## src/rtl/par2ser_tx_pkg.sv

```systemverilog
// par2ser_tx_pkg: line symbols shared with the deserializer and the transmitter state encoding
package par2ser_tx_pkg;
  localparam logic [7:0] K_COMMA = 8'hBC;
  localparam logic [7:0] K_IDLE = 8'h7C;
  typedef enum logic {TRAIN = 1'b0, ACTIVE = 1'b1} state_t;
endpackage

```

## src/rtl/ser_shift_reg.sv

```systemverilog
// ser_shift_reg: load/shift register with bit counter, flags symbol boundaries
module ser_shift_reg
  import par2ser_tx_pkg::*;
#(
  parameter int WIDTH = 8
) (
  input  logic             clk,
  input  logic             reset,
  input  logic [WIDTH-1:0] sym,
  output logic             boundary,
  output logic             msb
);
  localparam int BW = WIDTH > 1 ? $clog2(WIDTH) : 1;
  logic [WIDTH-1:0] sr;
  logic [BW-1:0] bit_cnt;
  assign boundary = bit_cnt == BW'(WIDTH - 1);
  assign msb = sr[WIDTH-1];
  always_ff @(posedge clk)
    if (!reset) begin
      sr <= '0;
      bit_cnt <= BW'(WIDTH - 1);
    end else if (boundary) begin
      sr <= sym << 1;
      bit_cnt <= '0;
    end else begin
      sr <= sr << 1;
      bit_cnt <= bit_cnt + BW'(1);
    end
endmodule

```

## src/rtl/par2ser_tx.sv

```systemverilog
// par2ser_tx: MSB-first serializer with comma training, idle/comma fill and data byte counting
module par2ser_tx
  import par2ser_tx_pkg::*;
#(
  parameter int               WIDTH       = 8,
  parameter logic [WIDTH-1:0] COMMA       = WIDTH'(K_COMMA),
  parameter logic [WIDTH-1:0] IDLE_SYM    = WIDTH'(K_IDLE),
  parameter int               TRAIN_COUNT = 4,
  parameter int               CNT_W       = 16
) (
  input  logic             clk_32f,
  input  logic             reset,
  input  logic [WIDTH-1:0] data_in,
  input  logic             valid_in,
  input  logic             idle_in,
  output logic             data_out,
  output logic             byte_sync,
  output logic             active,
  output logic [CNT_W-1:0] data_count
);
  localparam int TW = $clog2(TRAIN_COUNT + 1);
  state_t state;
  logic [TW-1:0] train_cnt;
  logic boundary, msb, live;
  logic [WIDTH-1:0] sym;
  // live also covers the last training boundary, so the first data symbol loads on that edge
  assign live = state == ACTIVE || train_cnt == TW'(TRAIN_COUNT);
  assign sym = !live ? COMMA : valid_in ? data_in : idle_in ? IDLE_SYM : COMMA;
  assign active = state == ACTIVE;
  ser_shift_reg #(.WIDTH(WIDTH)) u_shift (
    .clk(clk_32f),
    .reset(reset),
    .sym(sym),
    .boundary(boundary),
    .msb(msb)
  );
  always_ff @(posedge clk_32f)
    if (!reset) begin
      state <= TRAIN;
      train_cnt <= '0;
      data_out <= 1'b0;
      byte_sync <= 1'b0;
      data_count <= '0;
    end else begin
      data_out <= boundary ? sym[WIDTH-1] : msb;
      byte_sync <= boundary;
      if (boundary) begin
        if (live) begin
          state <= ACTIVE;
          if (valid_in) data_count <= data_count + CNT_W'(1);
        end else train_cnt <= train_cnt + TW'(1);
      end
    end
endmodule

```

## config.mk

```make
export PLATFORM = sky130hd
export DESIGN_NAME = par2ser_tx
export DESIGN_NICKNAME = d
export VERILOG_FILES = /design/src/rtl/par2ser_tx_pkg.sv /design/src/rtl/ser_shift_reg.sv /design/src/rtl/par2ser_tx.sv
export SDC_FILE = /design/constraint.sdc
export NUM_CORES = 1
export LEC_CHECK = 0
export BUFFER_PORTS_ARGS = -buffer_cell sky130_fd_sc_hd__buf_2
export CAP_MARGIN = 20
export CORE_MARGIN = 4
export CORE_UTILIZATION = 30
export CTS_CLUSTER_DIAMETER = 150
export DETAILED_ROUTE_END_ITERATION = 6
export MAX_ROUTING_LAYER = met4
export PLACE_DENSITY_LB_ADDON = 0.1
export SLEW_MARGIN = 20
export SYNTH_ARGS = -nofsm -noshare
export SYNTH_HDL_FRONTEND = slang
export SYNTH_SLANG_ARGS = --single-unit
```

## constraint.sdc

```tcl
create_clock -name clk_32f -period 2.3 [get_ports clk_32f]
set_input_delay 0.115 -clock clk_32f [delete_from_list [all_inputs] [get_ports clk_32f]]
set_output_delay 0.115 -clock clk_32f [all_outputs]
set_load 0.005 [all_outputs]
```

==> run_results.csv, run 1 <==
group,metric,value,unit
clock_network,clkTransAtPathRegs,0.06,ns
synthesis,synth_adder_area_share,5.57,%
sta,fin_setup_tns,0,ns
synthesis,synth_common_cells,"32 x dfxtp_1, 19 x nor2_1, 16 x a21oi_1",
worst_setup_path,timing.critical_path.fanout_max,11,
floorplan,design.portCount,31,
synthesis,ys_seq_elements,32,
route,drt_iter0_markers,52,
grt,groute.usage.overall,11.7,%
placed_design,io_buffers,30,
synthesis,synthesis.instances,155,
route,ant_nets,0,
cells_and_area,final_cell_count_without_fillers,238,
cells_and_area,number_of_inserted_diodes,0,
route,dr.pass1.iters,4,
sta,finalWorstPathRequiredPeriod,1.97,ns
clock_network,cts-root-buf,"clkbuf_8",
sta,setup_viol_count_final,0,
cells_and_area,area_growth,20.1,%
worst_setup_path,worst_setup_path_end_kind,"flop",
floorplan,floorplan.initialDensity,31.0,%
power,power.density_cell_area,716,nW/um2
synthesis,synth_fp_nets,173,
synthesis,synth_compound_gate_area_share,12.8,%
placed_design,post-place-cells,231,
worst_setup_path,critical_path_class,"flop to flop",
cells_and_area,layout_nets,204,
placed_design,gp_congestion,0.675,
clock_network,insertion_delay_to_the_later_sink_of_the_worst_skew_pair,0.28,ns
grt,grt_max_degree,22,
synthesis,synth_area_per_cell,8.70,um2
synthesis,synth_async_sr_flop_share,0,%
worst_setup_path,critPathLaunchType,"flop",
grt,number_of_antenna_violations_at_the_first_check_in_global_routing,0,
sta,maxSlewViolCount,0,
grt,grt_first_pass_wirelength,4820,um
sta,timing_worst_slew_pin_value,0.774,ns
worst_hold_path,hold_start,"data_in[0]",
route,drt-total-wl,2980,um
synthesis,yosysTopAreaCell,"dfxtp_1",
synthesis,synth_cell_type_count,25,
floorplan,core,4350,um2
worst_hold_path,number_of_stages_on_the_worst_hold_path,3,
sta,grt_setup_unrepaired,"no",
grt,grt_overflow_total,0,
worst_hold_path,worstHoldEndpoint,"u_shift.sr[1]",
synthesis,largest_family_of_logic_cells_by_synthesized_area,"simple AND/OR/NAND/NOR gates",
worst_setup_path,timing.critical_path.arrival,2.17,ns
power,vdd.ir_drop.worst,0.000293,V
clock_network,numClockSinks,32,
worst_setup_path,regToRegEndpoint,"data_count[11]",
clock_network,cts.repair.resized,0,
synthesis,netlist_area,1350,um2
synthesis,synth_warnings,0,
power,cellLeakagePower,0.678,nW
route,drc_violations,0,
clock_network,cts_hold_buf,0,
synthesis,synth_top_area_share,47.5,%
synthesis,synthSimpleGateAreaFrac,23.7,%
floorplan,num_rows,24,
worst_setup_path,r2r_setup_slack,0.33,ns
synthesis,synthTopCellsByArea,"dfxtp_1 47%, a21oi_1 5.9%, ha_1 5.6%",
floorplan,die-width,75.1,um
sta,timing_hold_violations_final,0,
worst_setup_path,worst_r2r_startpoint,"train_cnt[0]",
synthesis,yosysSeqAreaShare,47.5,%
sta,max_slew_margin,48.4,%
cells_and_area,layout_utilization,37.2,%
clock_network,h-tree-depth,2,
synthesis,synth.most_common_cell,"dfxtp_1",
cells_and_area,fraction_of_final_layout_cells_with_drive_strength_greater_than_1,20.4,%
placed_design,post-dp-hpwl,2170,um
clock_network,tritoncts,"done",
synthesis,dominantRegCellSynth,"dfxtp_1",
sta,fmaxAchievable,506,MHz
worst_setup_path,critical_path_required,2.50,ns
worst_setup_path,timing.reg2reg.worst_path_depth,6,
synthesis,synthXorXnorAreaFrac,7.14,%
grt,first_global_vias,1138,
sta,timing.clock.skew,0.00385,ns
flow_run,timing.max_cap.violations,0,
floorplan,die_y,75.1,um
clock_network,cts-buffers-inserted,5,
route,viasPerCell,4.85,
synthesis,synth_edf_count,0,
status,outcome,"finished clean",
synthesis,post_synth_mux_area_share,0,%
sta,final_min_period_over_clock_period,85.9,%
worst_hold_path,hold_class,"primary input to flop",
route,route.vias.total,1155,
floorplan,fp.dieArea,5630,um2
clock_network,postCtsSetupBuffers,0,
route,routed_wirelength_normalized_by_instance_count,12.5,um
clock_network,cts_buffer_depth,2,
## report_power, final
part	switching (mW)	leakage (nW)	internal [mW]	total, mW
registers	0.0160	0.261	0.596	0.612
clock network	0.187	0.0410	0.205	0.392
logic	0.0883	0.377	0.0669	0.155
## layout make-up
cell class              instances  area [um2]
fillers                       468        2730
inverters                       4        15.0
clock inverters                 1        5.00
flip-flops and latches         32         641
clock buffers                   6        72.6
well taps                      52        65.1
repair buffers                 31         158
multi-input cells             112         664
## through the flow
step	setup slack, ns	cell area (um2)	hold slack (ns)	power, mW
after floorplan	0.497	1350	0.229	0.731
after global placement	0.373	1540	0.338	0.776
after detailed placement	0.341	1540	0.341	0.781
after CTS	0.311	1620	0.0450	1.18
after global routing	0.0875	1620	0.0458	1.23
final	0.325	1620	0.0537	1.16
## sequential cells by signal (all words and copies together) (netlist names)
register	cells
active	1
byte_sync	1
data_count	16
data_out	1
train_cnt	3
u_shift.bit_cnt	3
u_shift.sr	7
## cells in the final DEF, fill, tap and decap left out, drive strengths merged, types with 2 or more instances in the layout
master / synthesis / final
dfxtp: 32 / 32
buf: 2 / 31
nor2: 19 / 19
a21oi: 16 / 16
o21ai: 14 / 14
nand2: 9 / 9
nand3: 8 / 8
or3: 7 / 7
xnor2: 6 / 6
ha: 6 / 6
clkbuf: 5 / 6
xor2: 5 / 5
inv: 4 / 4
nand2b: 4 / 4
nand4: 4 / 4
and4: 3 / 3
and3: 3 / 3
a21o: 2 / 2
## how the worst max path moves through the flow
stage	cells past startpoint	to	slack (ns)	from
after global placement	6	data_count[11]	0.37	train_cnt[0]
after floorplan	7	data_count[11]	0.50	u_shift.bit_cnt[0]
after global routing	6	data_count[15]	0.09	train_cnt[0]
after detailed placement	6	data_count[11]	0.34	train_cnt[0]
final	6	data_count[11]	0.33	train_cnt[0]
after CTS	6	data_count[11]	0.31	train_cnt[0]
## cells by family after synthesis
group / after synthesis
xor gates and xnor gates: 11
adders and majority gates: 6
buffers and inverters: 11
and+or+nand+nor: 62
DFF: 32
AOI/OAI and AO/OA: 33
## routing by layer
metal | global-route usage, % | routed length, um | vias to the layer above | part of all wire (%)
li1 | - | - | 598 | -
met1 | 12.1 | 1330 | 529 | 45
met2 | 20.0 | 1450 | 24 | 49
met3 | 4.41 | 151 | 4 | 5.1
met4 | 4.74 | 44 | 0 | 1.5
met5 | - | 0 | - | 0
## critical path, cell delays in order, from the launching register on
cell and delay (ns):
dfxtp_1 0.31, inv_1 0.09, ha_1 0.17, a21oi_1 0.23
or3_1 0.56, or3_1 0.38, a21oi_1 0.14
Note: power is estimated with default switching activity, not from simulation.
==> run 2, diff against run 1 <==
--- a/config.mk
+++ b/config.mk
@@ -7,13 +7,15 @@
 export LEC_CHECK = 0
 export BUFFER_PORTS_ARGS = -buffer_cell sky130_fd_sc_hd__buf_2
 export CAP_MARGIN = 20
+export CELL_PAD_IN_SITES_DETAIL_PLACEMENT = 1
+export CELL_PAD_IN_SITES_GLOBAL_PLACEMENT = 1
 export CORE_MARGIN = 4
-export CORE_UTILIZATION = 30
+export CORE_UTILIZATION = 38
 export CTS_CLUSTER_DIAMETER = 150
 export DETAILED_ROUTE_END_ITERATION = 6
 export MAX_ROUTING_LAYER = met4
 export PLACE_DENSITY_LB_ADDON = 0.1
-export SLEW_MARGIN = 20
+export SLEW_MARGIN = 15
 export SYNTH_ARGS = -nofsm -noshare
 export SYNTH_HDL_FRONTEND = slang
 export SYNTH_SLANG_ARGS = --single-unit
==> run 2 against run 1 <==
Critical path type unchanged. Clock power shrank 15%. Clock-buffer cell count increased by 2. Non-clock buffer count increased by 2. Sequential power barely moved. Critical endpoint is now data_count[9]. Worst setup slack better by 0.11 ns. Utilization up 10 points.
==> run_results.csv, run 2 (synthesis results as in run 1) <==
group,metric,value,unit
status,outcome,"finished clean",
sta,finalWorstPathRequiredPeriod,1.87,ns
grt,grt_max_degree,22,
grt,number_of_antenna_violations_at_the_first_check_in_global_routing,0,
clock_network,h-tree-depth,2,
placed_design,post-dp-hpwl,2420,um
clock_network,cts-root-buf,"clkbuf_4",
floorplan,die-width,67.6,um
worst_setup_path,critical_path_required,2.55,ns
floorplan,floorplan.initialDensity,39.8,%
placed_design,post-place-cells,226,
power,power.share.sequential,55.2,%
cells_and_area,largest-register,"data_count",
route,viasPerCell,5.19,
power,netSwitchingFraction,26.4,%
power,cellLeakagePower,0.678,nW
grt,grt_first_pass_wirelength,5690,um
floorplan,design.portCount,31,
worst_setup_path,r2r_setup_slack,0.43,ns
cells_and_area,num-fill-cells,420,
placed_design,gp_congestion,0.788,
cells_and_area,fraction_of_final_layout_cells_with_drive_strength_greater_than_1,20.6,%
floorplan,die_y,67.6,um
floorplan,fp.dieArea,4570,um2
power,power.density_cell_area,688,nW/um2
flow_run,timing.max_cap.violations,0,
grt,first_global_vias,1220,
cells_and_area,final_cell_count_without_fillers,235,
cells_and_area,largest_reg_flops,16,
clock_network,insertion_delay_to_the_later_sink_of_the_worst_skew_pair,0.32,ns
cells_and_area,register_area,641,um2
clock_network,clkTransAtPathRegs,0.10,ns
route,routed_wirelength_normalized_by_instance_count,13.9,um
sta,max_slew_margin,53.1,%
cells_and_area,largest_registers,"data_count: 16 flops, u_shift.sr: 7 flops",
cells_and_area,number_of_inserted_diodes,0,
sta,final_min_period_over_clock_period,81.3,%
sta,timing_hold_violations_final,0,
power,clock_power_share,30.2,%
power,vdd.ir_drop.worst,0.000309,V
grt,grt_overflow_total,0,
clock_network,cts_buffer_depth,2,
route,drc_violations,0,
sta,fin_setup_tns,0,ns
grt,groute.usage.overall,17.0,%
route,dr.pass1.iters,4,
clock_network,cts_hold_buf,1,
cells_and_area,final_common_cell,"dfxtp_1",
clock_network,cts-buffers-inserted,5,
clock_network,tritoncts,"done",
worst_setup_path,worst_setup_path_end_kind,"flop",
power,switchingPower,0.293,mW
cells_and_area,layout_nets,206,
sta,maxSlewViolCount,0,
cells_and_area,area_growth,19.5,%
sta,setup_viol_count_final,0,
sta,fmaxAchievable,535,MHz
worst_setup_path,critPathLaunchType,"flop",
worst_setup_path,timing.critical_path.fanout_max,8,
sta,timing.clock.skew,0.00643,ns
route,drt_iter0_markers,83,
cells_and_area,multi_input_area,664,um2
placed_design,io_buffers,30,
route,route.vias.total,1220,
floorplan,num_rows,21,
cells_and_area,most-common-layout-cells,"32 x dfxtp_1, 30 x buf_2, 19 x nor2_1",
clock_network,cts.repair.resized,0,
power,power_frac_comb,14.6,%
worst_setup_path,critical_path_class,"flop to flop",
route,drt-total-wl,3270,um
route,ant_nets,0,
clock_network,numClockSinks,32,
worst_setup_path,timing.critical_path.arrival,2.12,ns
sta,timing_worst_slew_pin_value,0.702,ns
power,finalPower,1.11,mW
floorplan,core,3390,um2
power,intPower,0.816,mW
worst_hold_path,hold_class,"primary input to flop",
clock_network,postCtsSetupBuffers,0,
sta,grt_setup_unrepaired,"no",
[run 2: worst paths after layout]
check / start / depth (start not counted) / endpoint
max: u_shift.bit_cnt[0] / 6 / data_count[9]
min: reset / 2 / u_shift.bit_cnt[1]
max reg2reg: u_shift.bit_cnt[0] / 6 / data_count[9]
min reg2reg: u_shift.bit_cnt[0] / 1 / u_shift.bit_cnt[0]
[run 2: per-stage QoR]
step | util (%) | area (um2) | hold slack, ns | setup slack, ns
2_1_floorplan | - | 1350 | 0.229 | 0.497
3_3_place_gp | 45.5 | 1540 | 0.329 | 0.507
3_5_place_dp | 45.5 | 1540 | 0.347 | 0.453
4_1_cts | 47.5 | 1610 | 0.0588 | 0.423
5_1_grt | 47.5 | 1610 | 0.0762 | 0.271
6_report | 47.5 | 1610 | 0.0682 | 0.431
[run 2: power groups by stage]
stage / clock [mW] / sequential, mW / combinational (mW)
finish: 0.335 / 0.612 / 0.161
CTS: 0.345 / 0.613 / 0.165
global placement: 0 / 0.623 / 0.152
floorplan: 0 / 0.622 / 0.109
detailed placement: 0 / 0.625 / 0.163
global route: 0.375 / 0.617 / 0.190
[run 2: worst max-delay path, cell delays in order (launching register included)]
cell	delay, ns
dfxtp_1	0.34
ha_1	0.17
ha_1	0.20
nand2_2	0.11
or3_1	0.46
or3_1	0.38
a21oi_1	0.14
[run 2: area by class of cell]
cell class	count	area share, %
multi-input combinational	112	41.2
sequential	32	39.8
timing repair buffer	33	10.9
clock buffer	8	3.65
tap	46	3.57
inverter	4	0.932
[run 2: per-layer routing]
metal	wire length, um	GRT usage, %
met5	0	-
met4	41	6.08
met3	147	3.99
met2	1470	24.9
met1	1610	22.8
